**src/rtl/transport_send.sv**
```systemverilog
// Transport-layer transmitter: frames control words and audio sample blocks into fixed-size
// packets streamed one byte per cycle. S_IDLE | wait for pending work; S_HEADER | type byte;
// S_PAYLOAD | data bytes MSB first; S_PAD | zero fill to packet length.
module transport_send #(
  parameter int PACKET_BYTES = 16
) (
  input  logic        clk,
  input  logic        reset,
  input  logic [1:0]  sendType,
  input  logic [15:0] dataIn,
  input  logic        netReady,
  output logic        busy,
  output logic        sendSignal,
  output logic [7:0]  packetOut,
  output logic [7:0]  dropCount
);
  localparam int SPP = (PACKET_BYTES - 2) / 2;
  localparam int CW  = $clog2(PACKET_BYTES);
  localparam int WW  = $clog2(SPP + 1);
  localparam logic [CW-1:0] CTRL_PAY_LAST = CW'(1);
  localparam logic [CW-1:0] AUD_PAY_LAST  = CW'(2 * SPP - 1);
  localparam logic [CW-1:0] CTRL_PAD_LAST = CW'(PACKET_BYTES - 4);
  localparam logic [CW-1:0] AUD_PAD_LAST  = CW'(PACKET_BYTES - 2 - 2 * SPP);
  localparam bit CTRL_PAD_NONE = (PACKET_BYTES - 3) == 0;
  localparam bit AUD_PAD_NONE  = (PACKET_BYTES - 1 - 2 * SPP) == 0;

  typedef enum logic [1:0] {S_IDLE, S_HEADER, S_PAYLOAD, S_PAD} state_t;
  state_t state, state_nx;

  logic          is_audio;
  logic [15:0]   ctrl_word, tx_word, rd_sample;
  logic [CW-1:0] byte_cnt, pay_idx;
  logic [7:0]    pay_byte;
  logic [15:0]   bank_mem [2][SPP];
  logic [1:0]    bank_full, full_nx;
  logic          coll_bank, coll_bank_nx, coll_valid, coll_valid_nx, rd_bank, rd_bank_nx;
  logic [WW-1:0] wr_idx, wr_idx_nx, samp_idx;
  logic          launch, ctrl_take, aud_write, aud_free, drop, pad_none;

  assign launch    = (state == S_IDLE) && netReady && (busy || bank_full[rd_bank]);
  assign ctrl_take = launch && busy;
  assign aud_write = (sendType == 2'b10) && coll_valid;
  assign aud_free  = (state == S_PAYLOAD) && is_audio && (byte_cnt == '0);
  assign drop      = ((sendType == 2'b01) && busy && !ctrl_take) ||
                     ((sendType == 2'b10) && !coll_valid);
  assign pad_none  = is_audio ? AUD_PAD_NONE : CTRL_PAD_NONE;

  assign samp_idx  = WW'(pay_idx >> 1);
  assign rd_sample = bank_mem[rd_bank][samp_idx];
  assign pay_byte  = is_audio ? (pay_idx[0] ? rd_sample[7:0] : rd_sample[15:8])
                              : (pay_idx[0] ? tx_word[7:0]   : tx_word[15:8]);

  always_comb begin
    state_nx   = state;
    sendSignal = 1'b0;
    packetOut  = 8'h00;
    case (state)
      S_IDLE:    if (launch) state_nx = S_HEADER;
      S_HEADER: begin
        sendSignal = 1'b1;
        packetOut  = is_audio ? 8'h80 : 8'h40;
        state_nx   = S_PAYLOAD;
      end
      S_PAYLOAD: begin
        sendSignal = 1'b1;
        packetOut  = pay_byte;
        if (byte_cnt == '0) state_nx = pad_none ? S_IDLE : S_PAD;
      end
      S_PAD: begin
        sendSignal = 1'b1;
        if (byte_cnt == '0) state_nx = S_IDLE;
      end
      default: state_nx = S_IDLE;
    endcase
  end

  always_ff @(posedge clk or posedge reset) begin
    if (reset) begin
      state    <= S_IDLE;
      is_audio <= 1'b0;
      tx_word  <= '0;
      byte_cnt <= '0;
      pay_idx  <= '0;
    end else begin
      state <= state_nx;
      case (state)
        S_IDLE: if (launch) begin
          is_audio <= !busy;
          if (busy) tx_word <= ctrl_word;
        end
        S_HEADER: begin
          byte_cnt <= is_audio ? AUD_PAY_LAST : CTRL_PAY_LAST;
          pay_idx  <= '0;
        end
        S_PAYLOAD: begin
          pay_idx  <= pay_idx + CW'(1);
          byte_cnt <= (byte_cnt == '0) ? (is_audio ? AUD_PAD_LAST : CTRL_PAD_LAST)
                                       : byte_cnt - CW'(1);
        end
        default: byte_cnt <= byte_cnt - CW'(1);
      endcase
    end
  end

  // A control word arriving while the held one launches replaces it without a drop.
  always_ff @(posedge clk or posedge reset) begin
    if (reset) begin
      busy      <= 1'b0;
      ctrl_word <= '0;
      dropCount <= '0;
    end else begin
      if ((sendType == 2'b01) && (!busy || ctrl_take)) begin
        ctrl_word <= dataIn;
        busy      <= 1'b1;
      end else if (ctrl_take) begin
        busy <= 1'b0;
      end
      if (drop && (dropCount != 8'hFF)) dropCount <= dropCount + 8'd1;
    end
  end

  // Banks fill and drain in strict alternation, so rd_bank always names the oldest ready bank.
  always_comb begin
    full_nx       = bank_full;
    coll_bank_nx  = coll_bank;
    coll_valid_nx = coll_valid;
    wr_idx_nx     = wr_idx;
    rd_bank_nx    = rd_bank;
    if (aud_write) begin
      if (wr_idx == WW'(SPP - 1)) begin
        wr_idx_nx          = '0;
        full_nx[coll_bank] = 1'b1;
        if (!bank_full[~coll_bank]) coll_bank_nx  = ~coll_bank;
        else                        coll_valid_nx = 1'b0;
      end else begin
        wr_idx_nx = wr_idx + WW'(1);
      end
    end
    if (aud_free) begin
      full_nx[rd_bank] = 1'b0;
      rd_bank_nx       = ~rd_bank;
      if (!coll_valid_nx) begin
        coll_valid_nx = 1'b1;
        coll_bank_nx  = rd_bank;
      end
    end
  end

  always_ff @(posedge clk or posedge reset) begin
    if (reset) begin
      bank_full  <= '0;
      coll_bank  <= 1'b0;
      coll_valid <= 1'b1;
      wr_idx     <= '0;
      rd_bank    <= 1'b0;
    end else begin
      bank_full  <= full_nx;
      coll_bank  <= coll_bank_nx;
      coll_valid <= coll_valid_nx;
      wr_idx     <= wr_idx_nx;
      rd_bank    <= rd_bank_nx;
    end
  end

  always_ff @(posedge clk) begin
    if (aud_write) bank_mem[coll_bank][wr_idx] <= dataIn;
  end
endmodule

```
**config.mk**
```make
export PLATFORM = sky130hd
export DESIGN_NAME = transport_send
export DESIGN_NICKNAME = d
export VERILOG_FILES = /design/src/rtl/transport_send.sv
export SDC_FILE = /design/constraint.sdc
export NUM_CORES = 1
export LEC_CHECK = 0
export CORE_ASPECT_RATIO = 1.1
export CORE_MARGIN = 2
export CORE_UTILIZATION = 40
export CTS_CLUSTER_SIZE = 16
export DETAILED_ROUTE_END_ITERATION = 12
export GPL_TIMING_DRIVEN = 0
export HOLD_SLACK_MARGIN = 0.05
export SETUP_SLACK_MARGIN = 0.02
export SLEW_MARGIN = 20
export SYNTH_ARGS = -nofsm -noshare
export SYNTH_HDL_FRONTEND = slang
export SYNTH_SLANG_ARGS = --single-unit
```
**constraint.sdc**
```tcl
create_clock -name clk -period 3.7 [get_ports clk]
set_clock_uncertainty 0.2 [all_clocks]
set_input_delay 1.11 -clock clk [delete_from_list [all_inputs] [get_ports clk]]
set_output_delay 1.11 -clock clk [all_outputs]
set_load 0.005 [all_outputs]
```
==> results of run 1 <==
[worst reg2reg max path, stage by stage (launching register included)]
cell and delay [ns]:
dfstp_2 0.55, nand4b_1 0.31, or3_1 0.51, nor2_2 0.55
buf_8 0.23
[path summary, 6_finish.rpt]
check	start	to	slack [ns]	depth (start not counted)
max	rd_bank	packetOut[0]	-0.31	10
min	ctrl_word[0]	ctrl_word[0]	0.30	1
max reg2reg	coll_valid	bank_mem[1][58]	1.04	4
min reg2reg	ctrl_word[0]	ctrl_word[0]	0.30	1
max in group asynchronous	reset	rd_bank	1.91	2
min in group asynchronous	reset	ctrl_word[13]	0.85	2
[report_power, final]
part           switching (mW)  internal (mW)  total, mW
logic                    1.76           1.76       3.53
clock network            1.21           1.94       3.15
registers               0.255           3.87       4.12
total                    3.23           7.57       10.8
[timing repair]
action,CTS,global route
cloned,2,0
pin swaps,22,11
setup endpoints to repair,8,8
setup buffers,19,6
resized for setup,113,11
hold buffers,0,0
[metrics by stage]
stage	total power [mW]	hold WS, ns	setup WS, ns	utilization, %	std cells
2_1_floorplan	6.05	0.271	0.109	-	675
3_3_place_gp	6.92	0.283	-2.19	43.4	1081
3_5_place_dp	7.08	0.292	-0.399	44.3	1102
4_1_cts	10.8	0.305	-0.340	49.8	1176
5_1_grt	11.3	0.316	-0.383	50.0	1182
6_report	10.8	0.301	-0.309	50.0	1182
[routing by layer]
layer | up-vias | global-route usage [%]
met5 | - | 0
met3 | 48 | 2.78
met4 | 0 | 5.21
li1 | 2897 | -
met2 | 195 | 32.0
met1 | 3491 | 24.3
[cell usage in the layout, fill, tap and decap left out, drive strengths merged, types with 2 or more instances in the layout]
cell type / instances
a211oi: 3
a21bo: 2
a21oi: 8
a221o: 6
a22oi: 6
a31oi: 9
and2: 2
and3: 2
buf: 76
bufinv: 6
clkbuf: 50
clkdlybuf4s50: 30
clkinv: 12
clkinvlp: 2
dfrtp: 59
edfxtp: 224
ha: 8
inv: 13
mux2: 45
mux2i: 32
mux4: 41
nand2: 36
nand2b: 5
nand3: 15
nand4: 3
nor2: 17
nor2b: 8
nor3: 19
nor3b: 4
o2111ai: 2
o211ai: 11
o21ai: 20
o22a: 2
o22ai: 6
o2bb2ai: 2
o31ai: 3
or3: 3
xnor2: 6
xor2: 2
[flip-flops by register name, indices dropped and copies added, names as in the netlist]
signal      cells
byte_cnt        4
coll_valid      1
busy            1
is_audio        1
dropCount       8
wr_idx          3
bank_full       2
state           2
tx_word        16
coll_bank       1
ctrl_word      16
rd_bank         1
bank_mem      224
pay_idx         4
[cell families after synthesis]
| logic type | after synthesis | share of synthesized area (%) |
|---|---|---|
| DFF | 284 | 71.0 |
| AOI/OAI and AO/OA | 87 | 5.20 |
| adders and majority gates | 8 | 0.864 |
| xor gates and xnor gates | 8 | 0.605 |
| and+or+nand+nor | 120 | 5.07 |
| muxes | 118 | 15.1 |
| buffers and inverters | 50 | 2.16 |
[cell type report]
type | instances | area [um^2] | area share, %
clock buffer | 36 | 795 | 5.55
multi-input combinational | 341 | 3390 | 23.7
sequential | 284 | 8230 | 57.5
clock inverter | 20 | 246 | 1.72
inverter | 13 | 51.3 | 0.358
tap | 368 | 460 | 3.22
timing repair buffer | 86 | 845 | 5.90
buffer | 34 | 295 | 2.06
==> results.sh, run 1 <==
export IMPL_status="finished, violations left"
export IMPL_violations="setup timing"
export IMPL_maxSlewViolCount=0
export IMPL_cts_buffers=30
export IMPL_ir_worst_vdd_mv=0.445
export IMPL_final_setup_viol_count=8
export IMPL_worstPathRequired_ns=2.39
export IMPL_worst_slew_pin_slew_ns=0.851
export IMPL_synthArstFlopShare_pct=21.1
export IMPL_wl_met2_um=13800
export IMPL_synth_top_area_share_pct=58.0
export IMPL_crit_type="reg -> out"
export IMPL_wl_met3_um=1430
export IMPL_arrival_ns=2.70
export IMPL_syn2layout_area_growth_pct=23.6
export IMPL_vias_per_cell=5.61
export IMPL_slowest_delay_ns=0.42
export IMPL_synth_top_area_cell="edfxtp_1"
export IMPL_ys_flop_type="edfxtp_1"
export IMPL_grt_overflow_total=0
export IMPL_ant_nets=0
export IMPL_path_cells="buf_8 > buf_12 > buf_12 > buf_6 > mux4_2 > mux2i_2 > o22ai_2 > o211ai_1 > o21ai_1 > buf_2"
export IMPL_ys_types=52
export IMPL_wl_met1_um=11400
export IMPL_grt_util_all_layers_pct=18.4
export IMPL_drt_pass1_iterations=5
export IMPL_relSlewSlack_pct=43.0
export IMPL_nFillCells=2332
export IMPL_crit_top_cell="buf_12"
export IMPL_top_layer_used="met4"
export IMPL_rsz0062_at_grt="true"
export IMPL_drive_gt1_share_pct=32.8
export IMPL_crit_family="buffers and inverters"
export IMPL_cts_root_buf="clkbuf_16"
export IMPL_drt_iter0_drc=551
export IMPL_die_w_um=166
export IMPL_io_buffers=38
export IMPL_drt_wl_total_um=27300
export IMPL_fin_area_um2=14300
export IMPL_syn_inst=675
export IMPL_crit_fanout=6
export IMPL_placed_area_um2=12700
export IMPL_cts_buffer_depth=3
export IMPL_crit_slowest_cell="dfrtp_2"
export IMPL_grt_pass1_vias=7005
export IMPL_route_detailed_drc=0
export IMPL_cts_tree="done"
export IMPL_clkTransAtPathRegs_ns=0.06
export IMPL_initial_core_util_pct=40.5
export IMPL_yosysWarnings=0
export IMPL_vias=6631
export IMPL_htreeDepth=1
export IMPL_clk_insertion_delay_late_ns=0.55
export IMPL_cp_end_kind="output pin"
export IMPL_synth_edf_count=224
export IMPL_post_synth_top_count_cell="edfxtp_1"
export IMPL_hold_viol_final=0
export IMPL_core_um2=28600
export IMPL_max_cap_violations=0
export IMPL_rows=65
export IMPL_gp_congestion=0.796
export IMPL_wl_per_cell_um=23.1
export IMPL_avgSynthCellArea_um2=17.2
export IMPL_post_route_period_util_pct=108
export IMPL_dp_final_hpwl_um=18400
export IMPL_nets=819
export IMPL_finalCriticalPeriod_ns=4.01
export IMPL_ys_seq_area_share_pct=71.0
export IMPL_setup_ws_ns=-0.309
export IMPL_grt_pass1_wl_um=42600
export IMPL_dieArea_um2=30400
export IMPL_crit_path_start_kind="flop"
export IMPL_synth_area_um2=11600
export IMPL_syn_num_nets=704
export IMPL_leakage_nw=4.89
export IMPL_ys_top_cells_by_count="edfxtp_1 (224), dfrtp_1 (59), mux2_2 (45), mux4_2 (41), nand2_1 (36)"
export IMPL_synthTopCellsByArea="edfxtp_1 (58%), dfrtp_1 (13%), mux4_2 (8.0%), mux2_2 (4.4%), mux2i_1 (2.8%)"
export IMPL_crit_buf_inv=5
export IMPL_pin_count=39
export IMPL_diodes=0
export IMPL_hold_class="reg -> reg"
export IMPL_ys_seq_elements=284
export IMPL_p_per_area_nw_per_um2=754
export IMPL_max_freq_ghz=0.249
export IMPL_antenna_found_initial=0
export IMPL_cts_sinks=284
export IMPL_die_y_um=183
export IMPL_grt_max_degree=61
export IMPL_tns_ns=-1.98
Power figures use the tool's default switching activity.
==> run 2: changes to the inputs <==
--- a/config.mk
+++ b/config.mk
@@ -8,6 +8,7 @@
 export CORE_ASPECT_RATIO = 1.1
 export CORE_MARGIN = 2
 export CORE_UTILIZATION = 40
+export CTS_CLUSTER_DIAMETER = 200
 export CTS_CLUSTER_SIZE = 16
 export DETAILED_ROUTE_END_ITERATION = 12
 export GPL_TIMING_DRIVEN = 0
==> results.sh, run 2 (same netlist as run 1, synthesis figures left out) <==
export IMPL_status="finished, violations left"
export IMPL_violations="setup timing"
export IMPL_holdWs_ns=0.299
export IMPL_post_route_period_util_pct=107
export IMPL_nets=796
export IMPL_pre_cts_ws_ns=-0.399
export IMPL_grt_overflow_total=0
export IMPL_ir_worst_vdd_mv=0.460
export IMPL_leakage_nw=4.59
export IMPL_gp_congestion=0.796
export IMPL_arrival_ns=2.65
export IMPL_ant_nets=0
export IMPL_relSlewSlack_pct=45.3
export IMPL_grt_max_degree=61
export IMPL_p_seq_share_pct=42.8
export IMPL_diodes=0
export IMPL_final_core_util_pct=47.9
export IMPL_max_freq_ghz=0.252
export IMPL_antenna_found_initial=0
export IMPL_p_comb_share_pct=34.6
export IMPL_rsz0062_at_grt="true"
export IMPL_grt_pass1_vias=6815
export IMPL_net_switching_power_mw=3.00
export IMPL_final_common_cell="edfxtp_1"
export IMPL_worst_slew_pin_slew_ns=0.814
export IMPL_hold_viol_final=0
export IMPL_drt_pass1_iterations=5
export IMPL_cts_tree="done"
export IMPL_vias=6476
export IMPL_crit_path_start_kind="flop"
export IMPL_maxSlewViolCount=0
export IMPL_crit_fanout=7
export IMPL_setup_ws_ns=-0.263
export IMPL_core_um2=28600
export IMPL_wl_per_cell_um=23.1
export IMPL_htreeDepth=1
export IMPL_largest_reg_flops=224
export IMPL_final_setup_viol_count=8
export IMPL_top_regs="bank_mem x224, ctrl_word x16, tx_word x16"
export IMPL_tns_ns=-1.60
export IMPL_drt_wl_total_um=26600
export IMPL_grt_pass1_wl_um=41500
export IMPL_pin_count=39
export IMPL_crit_type="reg -> out"
export IMPL_clkTransAtPathRegs_ns=0.08
export IMPL_cp_end_kind="output pin"
export IMPL_io_buffers=38
export IMPL_drt_iter0_drc=527
export IMPL_cts_sinks=284
export IMPL_p_per_area_nw_per_um2=702
export IMPL_max_cap_violations=0
export IMPL_drive_gt1_share_pct=28.8
export IMPL_dp_final_hpwl_um=18400
export IMPL_power_report_internal_total_mw=6.62
export IMPL_cts_root_buf="clkbuf_16"
export IMPL_regMostFlops="bank_mem"
export IMPL_cts_buffer_depth=3
export IMPL_route_detailed_drc=0
export IMPL_vias_per_cell=5.64
export IMPL_clk_insertion_delay_late_ns=0.51
export IMPL_rows=65
export IMPL_cts_buffers=21
export IMPL_syn2layout_area_growth_pct=18.4
export IMPL_p_sw_share_pct=31.2
export IMPL_mostFrequentLayoutCells="edfxtp_1 (224), dfrtp_1 (56), mux2_2 (45)"
export IMPL_initial_core_util_pct=40.5
export IMPL_hold_class="reg -> reg"
export IMPL_die_w_um=166
export IMPL_finalCriticalPeriod_ns=3.96
export IMPL_dieArea_um2=30400
export IMPL_worstPathRequired_ns=2.39
export IMPL_die_y_um=183
export IMPL_clockPowerShare_pct=22.6
export IMPL_cts_hold_fix_buffers=0
export IMPL_grt_util_all_layers_pct=17.9
run 2: repair_timing:
item | in CTS | in global routing
gates resized for setup | 102 | 11
gates cloned | 1 | 0
buffers inserted | 11 | 2
endpoints found under the setup margin | 8 | 8
pin swaps | 18 | 10
run 2: final timing paths:
| path | from | end | slack, ns | cells past startpoint |
|---|---|---|---|---|
| max in group asynchronous | reset | pay_idx[1] | 1.89 | 2 |
| setup reg to reg | coll_valid | bank_mem[1][56] | 1.03 | 4 |
| hold / removal | ctrl_word[0] | tx_word[0] | 0.30 | 1 |
| setup / recovery | rd_bank | packetOut[0] | -0.26 | 10 |
| hold reg to reg | ctrl_word[0] | tx_word[0] | 0.30 | 1 |
| min in group asynchronous | reset | ctrl_word[13] | 0.88 | 2 |
run 2: through the flow:
stage	std cells	instance area, um^2	power (mW)
3_3_place_gp	1081	12400	6.92
2_1_floorplan	675	11600	6.05
3_5_place_dp	1102	12700	7.08
6_report	1149	13700	9.62
5_1_grt	1149	13700	10.1
4_1_cts	1148	13700	9.63
run 2: metal layers:
metal  wire, um  GRT usage (%)  vias up
li1           -              -     2838
met1      11300           23.9     3424
met2      13500           31.2      177
met3       1200           2.30       37
met4        571           4.55        0
met5          0              0        -
run 2: power groups by stage:
stage	Clock (mW)	Sequential (mW)	Combinational [mW]
final	2.17	4.12	3.33
after floorplan	0	4.09	1.96
after global placement	0	4.13	2.79
after global routing	2.35	4.16	3.61
after CTS	2.22	4.12	3.30
after detailed placement	0	4.16	2.92
run 2: final cells by class:
cell class                 instances  area [um^2]
inverter                          13         51.3
clock buffer                      36          582
timing repair buffer              72          694
sequential                       284         8230
multi-input combinational        341         3380
tap                              368          460
clock inverter                     1         30.0
fill                            2397        14900
buffer                            34          292
run 2: critical path, cell delays in order, from the launching register on:
cell and delay (ns):
dfrtp_1 0.36, buf_8 0.16, buf_12 0.13, buf_12 0.12
buf_6 0.09, mux4_2 0.49, mux2i_2 0.21, o22ai_2 0.13
o211ai_1 0.12, o21ai_1 0.14, buf_2 0.15
==> run 3: changes to the inputs <==
--- a/config.mk
+++ b/config.mk
@@ -5,7 +5,7 @@
 export SDC_FILE = /design/constraint.sdc
 export NUM_CORES = 1
 export LEC_CHECK = 0
-export CORE_ASPECT_RATIO = 1.1
+export CORE_ASPECT_RATIO = 0.8
 export CORE_MARGIN = 2
 export CORE_UTILIZATION = 40
 export CTS_CLUSTER_DIAMETER = 200
==> results.sh, run 3 (same netlist as run 1, synthesis figures left out) <==
export IMPL_status="finished, violations left"
export IMPL_violations="setup timing"
export IMPL_hp_start="dropCount[7]"
export IMPL_nFillCells=2343
export IMPL_path_cells="buf_8 > buf_6 > mux4_2 > o31ai_2 > nor3_1 > or4_4 > buf_6"
export IMPL_tns_ns=-1.34
export IMPL_largest_reg_flops=224
export IMPL_fin_total_pwr_mw=9.67
export IMPL_ant_nets=0
export IMPL_grt_max_degree=61
export IMPL_vias_per_cell=5.63
export IMPL_post_place_cells=1104
export IMPL_clockPowerShare_pct=22.5
export IMPL_rsz0062_at_grt="true"
export IMPL_worstPathRequired_ns=2.39
export IMPL_worst_slew_pin_slew_ns=0.812
export IMPL_hold_depth=1
export IMPL_cts_sinks=284
export IMPL_net_switching_power_mw=3.03
export IMPL_drt_wl_total_um=27200
export IMPL_final_common_cell="edfxtp_1"
export IMPL_setup_ws_ns=-0.231
export IMPL_cp_end_kind="output pin"
export IMPL_nets=802
export IMPL_core_um2=28400
export IMPL_top_regs="bank_mem x224, ctrl_word x16, tx_word x16"
export IMPL_p_sw_share_pct=31.3
export IMPL_ff2ff_path_depth=5
export IMPL_placed_area_um2=12700
export IMPL_leakage_nw=4.63
export IMPL_crit_path_start_kind="flop"
export IMPL_wl_per_cell_um=23.5
export IMPL_pre_cts_ws_ns=-0.296
export IMPL_max_freq_ghz=0.254
export IMPL_die_y_um=156
export IMPL_power_report_internal_total_mw=6.64
export IMPL_rows=55
export IMPL_maxSlewViolCount=0
export IMPL_r2r_slack_ns=1.06
export IMPL_arrival_ns=2.62
export IMPL_cts_buffer_depth=3
export IMPL_crit_slowest_cell="mux4_2"
export IMPL_cts_tree="done"
export IMPL_initial_core_util_pct=40.8
export IMPL_hold_viol_final=0
export IMPL_multiInputGateArea_um2=3330
export IMPL_post_route_period_util_pct=106
export IMPL_max_cap_violations=0
export IMPL_crit_top_cell="buf_6"
export IMPL_grt_util_all_layers_pct=18.1
export IMPL_r2r_end="bank_mem[0][98]"
export IMPL_syn2layout_area_growth_pct=18.6
export IMPL_antenna_found_initial=0
export IMPL_cts_root_buf="clkbuf_16"
export IMPL_clk_insertion_delay_late_ns=0.51
export IMPL_clkTransAtPathRegs_ns=0.07
export IMPL_htreeDepth=1
export IMPL_fin_area_um2=13800
export IMPL_diodes=0
export IMPL_p_comb_share_pct=34.9
export IMPL_drt_pass1_iterations=7
export IMPL_cts_buffers=21
export IMPL_vias=6521
export IMPL_finalCriticalPeriod_ns=3.93
export IMPL_drive_gt1_share_pct=29.6
export IMPL_rr_startpoint="coll_valid"
export IMPL_grt_overflow_total=0
export IMPL_die_w_um=194
export IMPL_final_instance_count_excl_fill=1158
export IMPL_grt_pass1_wl_um=41000
export IMPL_p_per_area_nw_per_um2=704
export IMPL_min_to="dropCount[7]"
export IMPL_slowest_delay_ns=0.54
export IMPL_grt_pass1_vias=6596
export IMPL_ir_worst_vdd_mv=0.416
export IMPL_p_seq_share_pct=42.6
export IMPL_pin_count=39
export IMPL_crit_type="reg -> out"
export IMPL_gp_congestion=0.809
export IMPL_crit_fanout=6
export IMPL_seqCellArea_um2=8230
export IMPL_hold_class="reg -> reg"
export IMPL_relSlewSlack_pct=45.5
export IMPL_mostFrequentLayoutCells="edfxtp_1 (224), dfrtp_1 (56), mux2_2 (45)"
export IMPL_drt_iter0_drc=602
export IMPL_regMostFlops="bank_mem"
export IMPL_dp_final_hpwl_um=18600
export IMPL_route_detailed_drc=0
export IMPL_final_setup_viol_count=8
export IMPL_io_buffers=38
export IMPL_dieArea_um2=30400
-- run 3: changes by cell type in the layout (fill, tap and decap cells not counted), moves of 3 or more --
cell	change
buf_8	-3
buf_4	+4
buf_6	+3
a31oi_4	-5
a31oi_2	+4
-- run 3: power groups by stage --
stage | registers, mW | logic (mW) | clock network (mW)
floorplan | 4.09 | 1.96 | 0
global placement | 4.14 | 2.80 | 0
detailed placement | 4.17 | 2.92 | 0
CTS | 4.12 | 3.30 | 2.22
global route | 4.17 | 3.62 | 2.35
finish | 4.12 | 3.38 | 2.17
-- run 3: worst max path at each step --
stage,cells past startpoint,startpoint,to,slack (ns)
after floorplan,2,sendType[0],bank_mem[0][80],0.11
after global placement,3,sendType[0],bank_mem[0][90],-2.35
after detailed placement,8,pay_idx[1],packetOut[1],-0.30
after CTS,8,rd_bank,packetOut[7],-0.29
after global routing,7,rd_bank,packetOut[7],-0.32
final,7,rd_bank,packetOut[7],-0.23
-- run 3: critical path: cells and delay by family (launching register included) --
kind,cells,cell delay [ns]
AND/OR/NAND/NOR,2,0.60
multiplexers,1,0.54
buffers and inverters,3,0.40
flip-flops,1,0.36
AO/OA/AOI/OAI,1,0.21
-- run 3: repair_timing --
| item | CTS | global route |
|---|---|---|
| gates cloned | 1 | 0 |
| hold buffers | 0 | 0 |
| buffers inserted | 16 | 4 |
| endpoints found under the setup margin | 8 | 8 |
| resized for setup | 94 | 19 |
| pin swaps | 24 | 14 |
-- run 3: area by class of cell --
type | count | area share, %
multi-input cells | 341 | 24.2
repair buffers | 79 | 5.54
well taps | 370 | 3.37
plain buffers | 33 | 2.18
clock buffers | 37 | 4.41
clock inverters | 1 | 0.0637
inverters | 13 | 0.373
flip-flops and latches | 284 | 59.9
-- run 3: metrics by stage --
step           hold slack (ns)  utilization [%]
2_1_floorplan            0.271                -
3_3_place_gp             0.278             43.8
3_5_place_dp             0.286             44.7
4_1_cts                  0.299             48.1
5_1_grt                  0.320             48.4
6_report                 0.295             48.4
-- run 3: routing by layer --
metal / vias to the layer above / track usage (%) / share of wire, %
met4: 0 / 2.93 / 1.0
met1: 3439 / 26.2 / 46
li1: 2861 / - / -
met5: - / 0 / 0
met2: 199 / 29.6 / 47
met3: 22 / 3.13 / 5.4
